`config.mk`:
```
export PLATFORM = sky130hd
export DESIGN_NAME = data_sramlike_bridge
export DESIGN_NICKNAME = d
export VERILOG_FILES = /design/src/rtl/data_sramlike_bridge.sv
export SDC_FILE = /design/constraint.sdc
export NUM_CORES = 1
export LEC_CHECK = 0
export ABC_AREA = 1
export BUFFER_PORTS_ARGS = -buffer_cell sky130_fd_sc_hd__buf_2
export CORE_MARGIN = 5
export CORE_UTILIZATION = 35
export DETAILED_ROUTE_END_ITERATION = 6
export MAX_ROUTING_LAYER = met4
export SLEW_MARGIN = 25
export SYNTH_ARGS = -nofsm -noshare
export SYNTH_HDL_FRONTEND = slang
export SYNTH_SLANG_ARGS = --single-unit
```
`constraint.sdc`:
```
create_clock -name clk -period 1.5 [get_ports clk]
set_input_delay 0.075 -clock clk [delete_from_list [all_inputs] [get_ports clk]]
set_output_delay 0.075 -clock clk [all_outputs]
set_load 0.01 [all_outputs]
```
`src/rtl/data_sramlike_bridge.sv`:
```
// data_sramlike_bridge: turns the core's single-cycle data strobe into a two-phase sram-like
// transaction, stalling the core until the response arrives and holding read data for it.
module data_sramlike_bridge (
    input  logic        clk,
    input  logic        rst,
    input  logic        data_sram_en,
    input  logic [3:0]  data_sram_wen,
    input  logic [31:0] data_sram_addr,
    input  logic [31:0] data_sram_wdata,
    output logic [31:0] data_sram_rdata,
    output logic        d_stall,
    input  logic        longest_stall,
    output logic        data_req,
    output logic        data_wr,
    output logic [1:0]  data_size,
    output logic [31:0] data_addr,
    output logic [31:0] data_wdata,
    input  logic        data_addr_ok,
    input  logic        data_data_ok,
    input  logic [31:0] data_rdata
);
    typedef enum logic [1:0] {IDLE, ADDR, DATA, DONE} state_t;
    state_t state, nextState;
    logic        wrQ, wrC, reqC, latch, capture, idle;
    logic [1:0]  sizeQ, sizeC, loC;
    logic [31:0] addrQ, wdataQ, rdataQ, addrC;
    always_comb begin
        wrC = |data_sram_wen;
        sizeC = 2'd2;
        loC = 2'd0;
        case (data_sram_wen)
            4'b0011: sizeC = 2'd1;
            4'b1100: begin sizeC = 2'd1; loC = 2'd2; end
            4'b0001: sizeC = 2'd0;
            4'b0010: begin sizeC = 2'd0; loC = 2'd1; end
            4'b0100: begin sizeC = 2'd0; loC = 2'd2; end
            4'b1000: begin sizeC = 2'd0; loC = 2'd3; end
            default: ;
        endcase
        addrC = (data_sram_addr & 32'hFFFF_FFFC) | {30'd0, loC};
    end
    always_comb begin
        nextState = state;
        reqC = 1'b0;
        latch = 1'b0;
        capture = 1'b0;
        case (state)
            IDLE: begin
                reqC = data_sram_en;
                latch = data_sram_en;
                if (data_sram_en) nextState = data_addr_ok ? DATA : ADDR;
            end
            ADDR: begin
                reqC = 1'b1;
                if (data_addr_ok) nextState = DATA;
            end
            DATA: if (data_data_ok) begin
                // a flushed access still completes on the bus but its data is dropped
                capture = data_sram_en & ~wrQ;
                nextState = data_sram_en ? DONE : IDLE;
            end
            DONE: if (!longest_stall || !data_sram_en) nextState = IDLE;
            default: nextState = IDLE;
        endcase
    end
    assign idle = state == IDLE;
    assign data_req = rst & reqC;
    assign d_stall = rst & data_sram_en & (state != DONE);
    assign data_wr = idle ? wrC : wrQ;
    assign data_size = idle ? sizeC : sizeQ;
    assign data_addr = idle ? addrC : addrQ;
    assign data_wdata = idle ? data_sram_wdata : wdataQ;
    assign data_sram_rdata = rdataQ;
    always_ff @(posedge clk) begin
        if (!rst) begin
            state <= IDLE;
            wrQ <= 1'b0;
            sizeQ <= 2'd0;
            addrQ <= 32'd0;
            wdataQ <= 32'd0;
            rdataQ <= 32'd0;
        end else begin
            state <= nextState;
            if (latch) begin
                wrQ <= wrC;
                sizeQ <= sizeC;
                addrQ <= addrC;
                wdataQ <= data_sram_wdata;
            end
            if (capture) rdataQ <= data_rdata;
        end
    end
endmodule
```
* Yosys cells after proc, flatten, opt, wreduce, memory -nomap -nowiden *
Index checks and enable logic that the tools add are counted.

word-level totals
  bits in registers = 101
  input bits = 106
  output and inout bits = 101
  logic and storage cells = 52

operators by class
  equality and inequality tests = 14
  mux-type cells = 17
  bitwise gates (word level) = 6
  reduce and logical (&&, ||, !) cells = 9

operator list
  operator                                                               count
  32-bit two-way mux                                                     2
  32-bit by 2-bit bitwise OR with 32-bit output                          1
  2-bit two-way mux                                                      7
  2-bit inequality test, second input constant                           5
  4-bit by 2-bit equality test with 1-bit output, second input constant  2
  4-bit equality test, second input constant                             2
  2-bit case mux with 4 select lines                                     1
  4-bit OR reduction                                                     2
  2-bit case mux with 3 select lines                                     1
  1-bit bitwise AND                                                      4
  2-bit equality test, second input constant                             2
  4-bit by 1-bit equality test with 1-bit output, second input constant  1
  4-bit by 3-bit equality test with 1-bit output, second input constant  1
  1-bit two-way mux                                                      4
  2-bit case mux with 2 select lines                                     1
  4-bit AND reduction                                                    1
  2-bit OR reduction                                                     2
  2-bit by 1-bit equality test with 1-bit output, second input constant  1
  1-bit logical NOT                                                      2
  2-bit logical NOT                                                      1
  1-bit case mux with 2 select lines                                     1
  1-bit logical OR                                                       1
  1-bit NOT                                                              1

* Longest topological paths before layout *
Gate-level depths: netlist of the first run.

  depth in word-level cells = 5
  mapped depth = 8

* Worst setup path before layout of the first run *
Ideal clock, no wire load.

  path kind = register to output
  start = register state[1]
  end = output port data_addr[10]
  data arrival time = 1.113 ns
  path slack = 0.312 ns
  stages on the path, launching flop included = 5
  buffers on the path = 2
  cells stage by stage = dfxtp_1 -> nor2_4 -> buf_2 -> clkbuf_1 -> o21ai_0

between the ends
  word-level cells in the longest chain between the ends = 2

ends and longest elaborated chain
  item                    line  RTL
  from (decl)             23    state_t state, nextState;
  from (signal assigned)  83    state <= nextState;
  2-bit logical NOT       66    assign idle = state == IDLE;
  32-bit two-way mux      71    assign data_addr = idle ? addrC : addrQ;
  to (decl)               16    output logic [31:0] data_addr,

No other way between the ends.

* Final worst setup path of the first run *
  start = register state[1]
  end = output port data_wdata[30]

between the ends
  word-level cells in the longest chain between the ends = 2

ends and longest elaborated chain
  item                line  RTL
  2-bit logical NOT   66
  32-bit two-way mux  72    assign data_wdata = idle ? data_sram_wdata : wdataQ;
  to (decl)           17    output logic [31:0] data_wdata,

No other way between the ends.

==> results.yml, run 1 <==
outcome:
  outcome: "finished with violations"
  failed_checks: "negative hold slack, negative setup slack"
setup_path:
  reg2reg_from: "state[1]"
  r2r_setup_slack_ns: 0.02
  worstRegToRegCells: 11
  end_kind: "primary output"
  worstReg2RegEnd: "state[0]"
  worst-path-max-fanout: 5
  crit_required_ns: 1.42
  startpoint_type: "register"
  path_class: "reg -> out"
  crit_arrival_ns: 1.53
yosys:
  synthMuxAreaShare_pct: 0
  synth-compound-area-share_pct: 26.8
  ys_seq_area_share_pct: 45.9
  synthSimpleGateAreaFrac_pct: 15.5
  avgSynthCellArea_um2: 7.03
  syn_inst: 627
  synth_seq_cells: 101
  synth-xor-area-share_pct: 0
  yosys.cell_types.count: 25
  synth_area_mm2: 0.00441
  synth_top_family_by_area: "compound AO/OA/AOI/OAI gates"
  synthAdderAreaFrac_pct: 0
  synth_nets: 733
  yosysWarnings: 0
final_layout:
  final_nets: 971
  stdcell_count: 1042
  syn2layout_area_growth_pct: 59.6
  drive_above_1_share_pct: 40.3
  diodes: 0
clock_tree:
  cts_buffer_depth: 2
  insertion_delay_ns: 0.34
  htreeDepth: 3
  cts_tree: "yes"
  cts-root-buf: "clkbuf_16"
  cts_sinks: 101
  cts_inserted_buffers: 9
  clk_pin_slew_ns: 0.06
die:
  start_util_pct: 35.4
  coreArea_mm2: 0.0125
  io_pins: 207
  num_rows: 41
  die_w_um: 122
  dieArea_mm2: 0.0149
  chipHeight_um: 122
global_routing:
  grt_use_total_pct: 18.9
  grt_start_max_net_pins: 56
  grt_pass1_vias: 4650
  grt-ovfl-total: 0
  grt_pass1_wl_um: 22100
  grt_antenna_before_repair: 0
sta:
  period_needed_ns: 1.60
  fmax_mhz: 624
  setup_violations: 67
  hold_violations: 2
  fin_ws_ns: -0.103
  worst_pin_slew_ns: 0.439
  finalClockSkew_ns: 0.00612
  hold_ws_ns: -0.0109
  fin_tns_setup_ns: -3.24
  finalCritPeriodShare_pct: 107
  max-slew-margin-rel_pct: 70.7
  rsz0062_at_grt: "true"
  slew_viol_final: 0
place:
  dp.final_hpwl_um: 8880
  port_buffers: 204
  place_inst: 970
  gp_congestion: 0.807
detailed_routing:
  ant_nets: 0
  firstDrtPassIters: 5
  num_vias: 4955
  drc: 0
  dr.first_iter.drc_count: 211
  post_drt_wl_per_cell_um: 13.9
  via_per_inst: 4.76
  drt-total-wl_um: 14500
power:
  ir_worst_vdd_mv: 0.569
  leakagePower_nw: 3.30
  powerDensity_mw_per_mm2: 1280
  finalPower_mw: 8.98
hold_path:
  worstHoldPathCells: 3
  hold_path_end: "data_sram_rdata[21]"
  hp-class: "in -> reg"
  min_from: "data_rdata[21]"
job:
  drv_cap: 0
-- flip-flops by register name (all words and copies together) (netlist names) --
name and cells:
wdataQ 32, wrQ 1, addrQ 32, data_sram_rdata 32, state 2, sizeQ 2
-- logic make-up (layout without fill, tap and decap cells) --
family                 Yosys count  after routing
flip-flops                     101            101
AND/OR/NAND/NOR                174            174
AO/OA/AOI/OAI                  232            232
buffers and inverters          120            363
-- timing repair --
action,in CTS,in global routing
endpoints found under the hold margin,29,0
endpoints found under the setup margin,67,75
setup buffers,15,1
resized for setup,125,105
hold buffers,29,0
pin swaps,3,3
gates cloned,10,3
-- cell type report --
class | instances | area (um2)
Clock inverter | 6 | 38.8
Tap cell | 172 | 215
Inverter | 75 | 287
Multi-Input combinational cell | 406 | 2190
Fill cell | 1162 | 5430
Sequential cell | 101 | 2030
Timing Repair Buffer | 272 | 2030
Clock buffer | 10 | 239
-- worst max-delay path, cell delays in order (launching register included) --
cell and delay (ns):
dfxtp_4 0.35, nor2_4 0.16, buf_12 0.15, buf_12 0.12
clkbuf_16 0.15, nand2_4 0.04, o21ai_2 0.06, buf_2 0.15
-- synth_stat cells --
| master | count | area, um2 |
|---|---|---|
| nor3_1 | 1 | 5.00 |
| a21oi_1 | 65 | 325 |
| clkbuf_2 | 3 | 15.0 |
| o211ai_1 | 1 | 7.51 |
| inv_1 | 73 | 274 |
| nand3_2 | 1 | 10.0 |
| and3_1 | 1 | 6.26 |
| a211oi_2 | 2 | 25.0 |
| o21ai_1 | 22 | 110 |
| a31oi_1 | 1 | 6.26 |
| buf_1 | 1 | 3.75 |
| nor2_2 | 1 | 6.26 |
| nand3_1 | 3 | 15.0 |
| inv_2 | 1 | 3.75 |
| nor2_4 | 1 | 11.3 |
| buf_2 | 16 | 80.1 |
| buf_4 | 5 | 37.5 |
| clkbuf_1 | 16 | 60.1 |
| nand2_2 | 2 | 12.5 |
| o21ai_0 | 141 | 706 |
| buf_6 | 4 | 45.0 |
| nand2_1 | 84 | 315 |
| dfxtp_1 | 101 | 2020 |
| nor2_1 | 80 | 300 |
| clkinv_2 | 1 | 5.00 |
-- per-stage QoR --
stage | setup WS (ns) | util, % | instance area (um2)
6_report | -0.103 | 56.4 | 7040
5_1_grt | -0.182 | 56.4 | 7040
4_1_cts | -0.139 | 54.1 | 6750
3_5_place_dp | 0.103 | 44.8 | 5590
3_3_place_gp | 0.121 | 44.8 | 5590
2_1_floorplan | 0.312 | - | 4410
-- metal layers --
metal  vias up  track usage, %  routed length (um)
met4         0            6.30                 206
met2       178            30.3                6870
met1      2252            23.3                6270
li1       2509               -                   -
met5         -               -                   0
met3        16            4.79                1110
-- placed cells by master, fill, tap and decap left out, types with 3 or more instances in the layout --
cell type,Yosys,routed
clkbuf_16,0,12
buf_6,4,10
dlygate4sd3_1,0,29
dfxtp_1,101,99
buf_8,0,5
nand2_1,84,50
clkinv_2,1,3
nand2_2,2,23
nor2_1,80,80
o21ai_1,22,71
o21ai_2,0,45
buf_2,16,200
nand2_4,0,13
inv_1,73,72
buf_16,0,9
buf_4,5,7
buf_12,0,9
nand3_1,3,3
o21ai_0,141,46
a21oi_1,65,65
-- where the power goes --
group,total [mW],internal (mW),leakage (nW),switching [mW]
Sequential,3.07,2.98,0.831,0.0925
Clock,2.19,1.16,0.134,1.02
Combinational,3.72,1.76,2.33,1.96
Total,8.98,5.90,3.30,3.08
-- worst max-delay path by stage --
stage,startpoint,endpoint,slack [ns],cells past startpoint
after detailed placement,state[1],data_wdata[16],0.10,6
after global routing,state[1],data_addr[8],-0.18,7
final,state[1],data_wdata[30],-0.10,7
after floorplan,state[1],data_addr[10],0.31,4
after global placement,state[1],data_wdata[16],0.12,6
after CTS,state[0],data_wdata[2],-0.14,7
(Power assumes the default switching activity.)
==> inputs of run 2 (changes only) <==
--- a/config.mk
+++ b/config.mk
@@ -11,7 +11,9 @@
 export CORE_UTILIZATION = 35
 export DETAILED_ROUTE_END_ITERATION = 6
 export MAX_ROUTING_LAYER = met4
+export REMOVE_ABC_BUFFERS = 1
 export SLEW_MARGIN = 25
 export SYNTH_ARGS = -nofsm -noshare
 export SYNTH_HDL_FRONTEND = slang
 export SYNTH_SLANG_ARGS = --single-unit
+export TNS_END_PERCENT = 30
==> run 2 against run 1 <==
The flow finishes with violations (negative setup slack). Worst hold slack better by 0.017 ns. Clock skew up 0.00061 ns. Sequential share of layout area up 2.7 points. Worst setup slack better by 0.030 ns. Non-clock buffer count down 16. Critical path depth unchanged. Via count down 2.1%. Largest power group is now sequential cells. Maximum frequency up 1.9%. Wire length down 6.8%. Total power down 9.6%. Sequential power about the same.
==> results.yml, run 2 (same netlist as run 1, synthesis figures left out) <==
outcome:
  outcome: "finished with violations"
  failed_checks: "negative setup slack"
setup_path:
  path_class: "reg -> out"
  worst-path-max-fanout: 8
  crit_required_ns: 1.42
  crit_arrival_ns: 1.50
  r2r_setup_slack_ns: 0.07
  startpoint_type: "register"
  worstReg2RegEnd: "addrQ[8]"
  cpMaxStageDelayCell: "dfxtp_4"
  reg2reg_from: "state[0]"
  max_stage_delay_ns: 0.35
  end_kind: "primary output"
  path_cells: "nor2_4 > buf_12 > buf_8 > buf_6 > nand2_2 > o21ai_2 > buf_2"
  worstRegToRegCells: 7
global_routing:
  grt_antenna_before_repair: 0
  met2_usage_pct: 29.3
  grt_start_max_net_pins: 54
  grt_pass1_wl_um: 20800
  met3_usage_pct: 3.92
  grt-ovfl-total: 0
  use_met1_pct: 20.4
  grt_use_total_pct: 17.6
  grt_pass1_vias: 4606
  top_usage_layer: "met2"
clock_tree:
  htreeDepth: 3
  cts_tree: "yes"
  cts-root-buf: "clkbuf_16"
  cts_sinks: 101
  clk_pin_slew_ns: 0.06
  cts_buffer_depth: 2
  cts_inserted_buffers: 9
  insertion_delay_ns: 0.34
die:
  start_util_pct: 35.4
  dieArea_mm2: 0.0149
  chipHeight_um: 122
  num_rows: 41
  io_pins: 207
  die_w_um: 122
  coreArea_mm2: 0.0125
hold_path:
  worstHoldPathCells: 3
  min_from: "data_rdata[19]"
  hold_path_end: "data_sram_rdata[19]"
  hp-class: "in -> reg"
final_layout:
  final_nets: 955
  mostFrequentLayoutCells: "buf_2, dfxtp_1, o21ai_0, nor2_1, nand2_1"
  layout_commonest_cell: "buf_2"
  multi_input_area_mm2: 0.00192
  diodes: 0
  stdcell_count: 1026
  syn2layout_area_growth_pct: 46.1
  nFillCells: 1218
  register_area_mm2: 0.00203
  drive_above_1_share_pct: 31.3
  fin_util_pct: 51.7
power:
  powerDensity_mw_per_mm2: 1260
  leakagePower_nw: 3.05
  ir_worst_vdd_mv: 0.575
sta:
  hold_violations: 0
  setup_violations: 44
  fmax_mhz: 636
  rsz0062_at_grt: "true"
  fin_ws_ns: -0.0722
  finalClockSkew_ns: 0.00672
  max-slew-margin-rel_pct: 76.2
  period_needed_ns: 1.57
  worst_pin_slew_ns: 0.358
  slew_viol_final: 0
  finalCritPeriodShare_pct: 105
detailed_routing:
  firstDrtPassIters: 4
  post_drt_wl_per_cell_um: 13.1
  dr.first_iter.drc_count: 292
  ant_nets: 0
  via_per_inst: 4.73
  num_vias: 4850
  drt-total-wl_um: 13500
  drc: 0
place:
  dp_slack_ns: -0.0232
  gp_congestion: 0.802
  place_inst: 970
  port_buffers: 204
  dp.final_hpwl_um: 8920
job:
  drv_cap: 0
run 2: changes by cell type in the layout (fill, tap and decap cells not counted), moves of 6 or more:
cell and delta:
o21ai_0 +35, o21ai_2 -40, buf_6 -6, nand2_4 -13, nand2_2 -17, nand2_1 +29
run 2: how the worst max path moves through the flow:
stage | start | to | slack, ns | depth (start not counted)
after floorplan | state[1] | addrQ[10] | -2.11 | 4
after global placement | state[0] | data_sram_rdata[9] | 0.07 | 7
after detailed placement | state[0] | data_sram_rdata[5] | -0.02 | 7
after CTS | state[0] | data_wr | -0.09 | 7
after global routing | state[0] | data_wdata[15] | -0.16 | 6
final | state[0] | data_wr | -0.07 | 7
run 2: repair_timing:
item	CTS	global route
pin swaps	1	0
cloned	2	3
endpoints found under the hold margin	25	0
endpoints found under the setup margin	82	116
hold buffers	25	0
setup buffers	9	1
gates resized for setup	45	44
run 2: routing by layer:
layer	vias up	share of wire [%]
met2	163	49
met1	2192	42
met4	0	2.2
met3	18	6.9
met5	-	0
li1	2477	-
run 2: critical path: cells and delay by family (launching register included):
family,cells,cell delay [ns]
AO/OA/AOI/OAI,1,0.06
AND/OR/NAND/NOR,2,0.18
flip-flops,1,0.35
buffers and inverters,4,0.57
run 2: where the power goes:
group	total, mW	internal [mW]	switching (mW)
Sequential	3.07	2.98	0.0906
Combinational	2.91	1.29	1.62
Clock	2.14	1.17	0.971
run 2: through the flow:
stage | hold slack (ns) | power (mW) | instance area [um2] | TNS [ns]
6_report | 0.00557 | 8.12 | 6440 | -1.14
4_1_cts | 0.00127 | 7.98 | 6280 | -2.90
3_3_place_gp | 0.311 | 5.39 | 5600 | 0
3_5_place_dp | 0.327 | 5.44 | 5600 | -0.0891
5_1_grt | 0.0192 | 8.67 | 6440 | -6.43
2_1_floorplan | 0.196 | 4.36 | 4170 | -179.66
run 2: area by class of cell:
class / instances / share of cell area, %
timing repair buffer: 256 / 26.7
tap: 172 / 3.34
inverter: 75 / 4.45
clock inverter: 4 / 0.369
multi-input combinational: 406 / 29.8
sequential: 101 / 31.5
clock buffer: 12 / 3.83
==> inputs of run 3 (changes only) <==
--- a/config.mk
+++ b/config.mk
@@ -7,7 +7,7 @@
 export LEC_CHECK = 0
 export ABC_AREA = 1
 export BUFFER_PORTS_ARGS = -buffer_cell sky130_fd_sc_hd__buf_2
-export CORE_MARGIN = 5
+export CORE_MARGIN = 2
 export CORE_UTILIZATION = 35
 export DETAILED_ROUTE_END_ITERATION = 6
 export MAX_ROUTING_LAYER = met4
==> run 3 against run 2 <==
The run ends with negative hold slack, negative setup slack left. Register-to-register slack worse by 0.04 ns. First-iteration DRC count decreased by 17%. Count of clock-buffer cells in the layout down 2. Critical path depth stayed put. Sequential cell count did not move. Combinational power rose by 18%. Global-route usage up 1.3 points. Worst hold slack lost 0.014 ns. Clock power up 13%. Largest cell class is now multi-input gates. Sequential power is essentially flat. Die area down 9.6%. Wire length grew 1.5%.
==> results.yml, run 3 (same netlist as run 1, synthesis figures left out) <==
detailed_routing:
  drt-total-wl_um: 13700
  ant_nets: 0
  num_vias: 4950
  drc: 0
  dr.first_iter.drc_count: 242
  via_per_inst: 4.76
  firstDrtPassIters: 4
  post_drt_wl_per_cell_um: 13.1
power:
  leakagePower_nw: 3.27
  intPower_mw: 5.95
  seqPwrFrac_pct: 34.4
  ir_worst_vdd_mv: 0.606
  clockPowerShare_pct: 27.0
  swShare_pct: 33.3
  comb_power_share_pct: 38.5
  finalPower_mw: 8.92
  powerDensity_mw_per_mm2: 1280
  p_sw_mw: 2.97
clock_tree:
  cts_inserted_buffers: 9
  insertion_delay_ns: 0.35
  cts-root-buf: "clkbuf_16"
  htreeDepth: 3
  cts_sinks: 101
  cts_buffer_depth: 2
  cts_tree: "yes"
  clk_pin_slew_ns: 0.07
die:
  dieArea_mm2: 0.0135
  io_pins: 207
  num_rows: 40
  chipHeight_um: 116
  die_w_um: 116
  coreArea_mm2: 0.0122
  start_util_pct: 36.2
global_routing:
  grt_antenna_before_repair: 0
  grt_pass1_wl_um: 19800
  grt-ovfl-total: 0
  grt_use_total_pct: 18.8
  grt_pass1_vias: 4447
  grt_start_max_net_pins: 55
sta:
  hold_ws_ns: -0.00890
  rsz0062_at_grt: "true"
  fmax_mhz: 618
  setup_violations: 67
  hold_violations: 2
  period_needed_ns: 1.62
  slew_viol_final: 0
  finalClockSkew_ns: 0.00814
  max-slew-margin-rel_pct: 61.9
  finalCritPeriodShare_pct: 108
  worst_pin_slew_ns: 0.572
  fin_ws_ns: -0.118
final_layout:
  register_area_mm2: 0.00203
  layout_commonest_cell: "buf_2"
  syn2layout_area_growth_pct: 57.5
  drive_above_1_share_pct: 37.8
  multi_input_area_mm2: 0.00210
  diodes: 0
  mostFrequentLayoutCells: "buf_2, dfxtp_1, o21ai_1, nor2_1, inv_1"
  final_nets: 974
  nFillCells: 1152
place:
  gp_congestion: 0.815
  dp.final_hpwl_um: 8470
  dp_slack_ns: -0.0269
  port_buffers: 204
setup_path:
  crit_arrival_ns: 1.54
  crit_required_ns: 1.42
  end_kind: "primary output"
  worst-path-max-fanout: 7
  path_class: "reg -> out"
  startpoint_type: "register"
outcome:
  outcome: "finished with violations"
  failed_checks: "negative hold slack, negative setup slack"
hold_path:
  hp-class: "in -> reg"
job:
  drv_cap: 0
-- run 3: worst max-delay path: stages (launching register included) --
cell       delay, ns
dfxtp_4         0.36
nor2_4          0.12
buf_12          0.13
buf_12          0.14
clkbuf_16       0.17
nand2_2         0.05
o21ai_1         0.07
buf_2           0.15
-- run 3: timing repair --
action / in CTS / in global routing
endpoints found under the setup margin: 99 / 133
pin swaps: 1 / 3
gates resized for setup: 51 / 124
hold buffers: 30 / 0
buffers inserted: 12 / 2
endpoints found under the hold margin: 30 / 0
gates cloned: 4 / 9
-- run 3: final cells by class --
class / count / area share, %
Clock buffer: 10 / 3.44
Inverter: 75 / 4.13
Tap cell: 168 / 3.03
Timing Repair Buffer: 274 / 28.9
Clock inverter: 6 / 0.991
Sequential cell: 101 / 29.2
Multi-Input combinational cell: 407 / 30.3
-- run 3: path summary, 6_finish.rpt --
check                                    start                   to  slack [ns]  depth (start not counted)
worst max-delay path                  state[1]        data_wdata[6]       -0.12                          7
worst min-delay path            data_rdata[29]  data_sram_rdata[29]      -0.009                          3
worst max register to register        state[1]             addrQ[9]        0.03                          8
worst min register to register      wdataQ[11]           wdataQ[11]        0.45                          2
-- run 3: metal layers --
layer / wire length [um] / global-route usage [%] / up-vias
met3: 914 / 4.93 / 13
met2: 6610 / 30.4 / 162
met1: 5990 / 22.3 / 2263
met4: 160 / 7.86 / 0
li1: - / - / 2512
met5: 0 / - / -
-- run 3: power by group through the flow --
stage | logic (mW) | registers, mW | clock network, mW
3_5_place_dp | 2.32 | 3.14 | 0
4_1_cts | 2.86 | 3.07 | 2.48
2_1_floorplan | 1.22 | 3.14 | 0
5_1_grt | 3.75 | 3.10 | 2.58
3_3_place_gp | 2.29 | 3.13 | 0
6_report | 3.44 | 3.07 | 2.41
-- run 3: stage by stage --
stage | cells | util (%) | setup TNS [ns] | cell area, um2
2_1_floorplan | 582 | - | -179.66 | 4170
3_3_place_gp | 970 | 46.3 | 0 | 5640
3_5_place_dp | 970 | 46.3 | -0.307 | 5640
4_1_cts | 1032 | 53.6 | -5.24 | 6520
5_1_grt | 1041 | 57.1 | -9.88 | 6940
6_report | 1041 | 57.1 | -4.59 | 6940
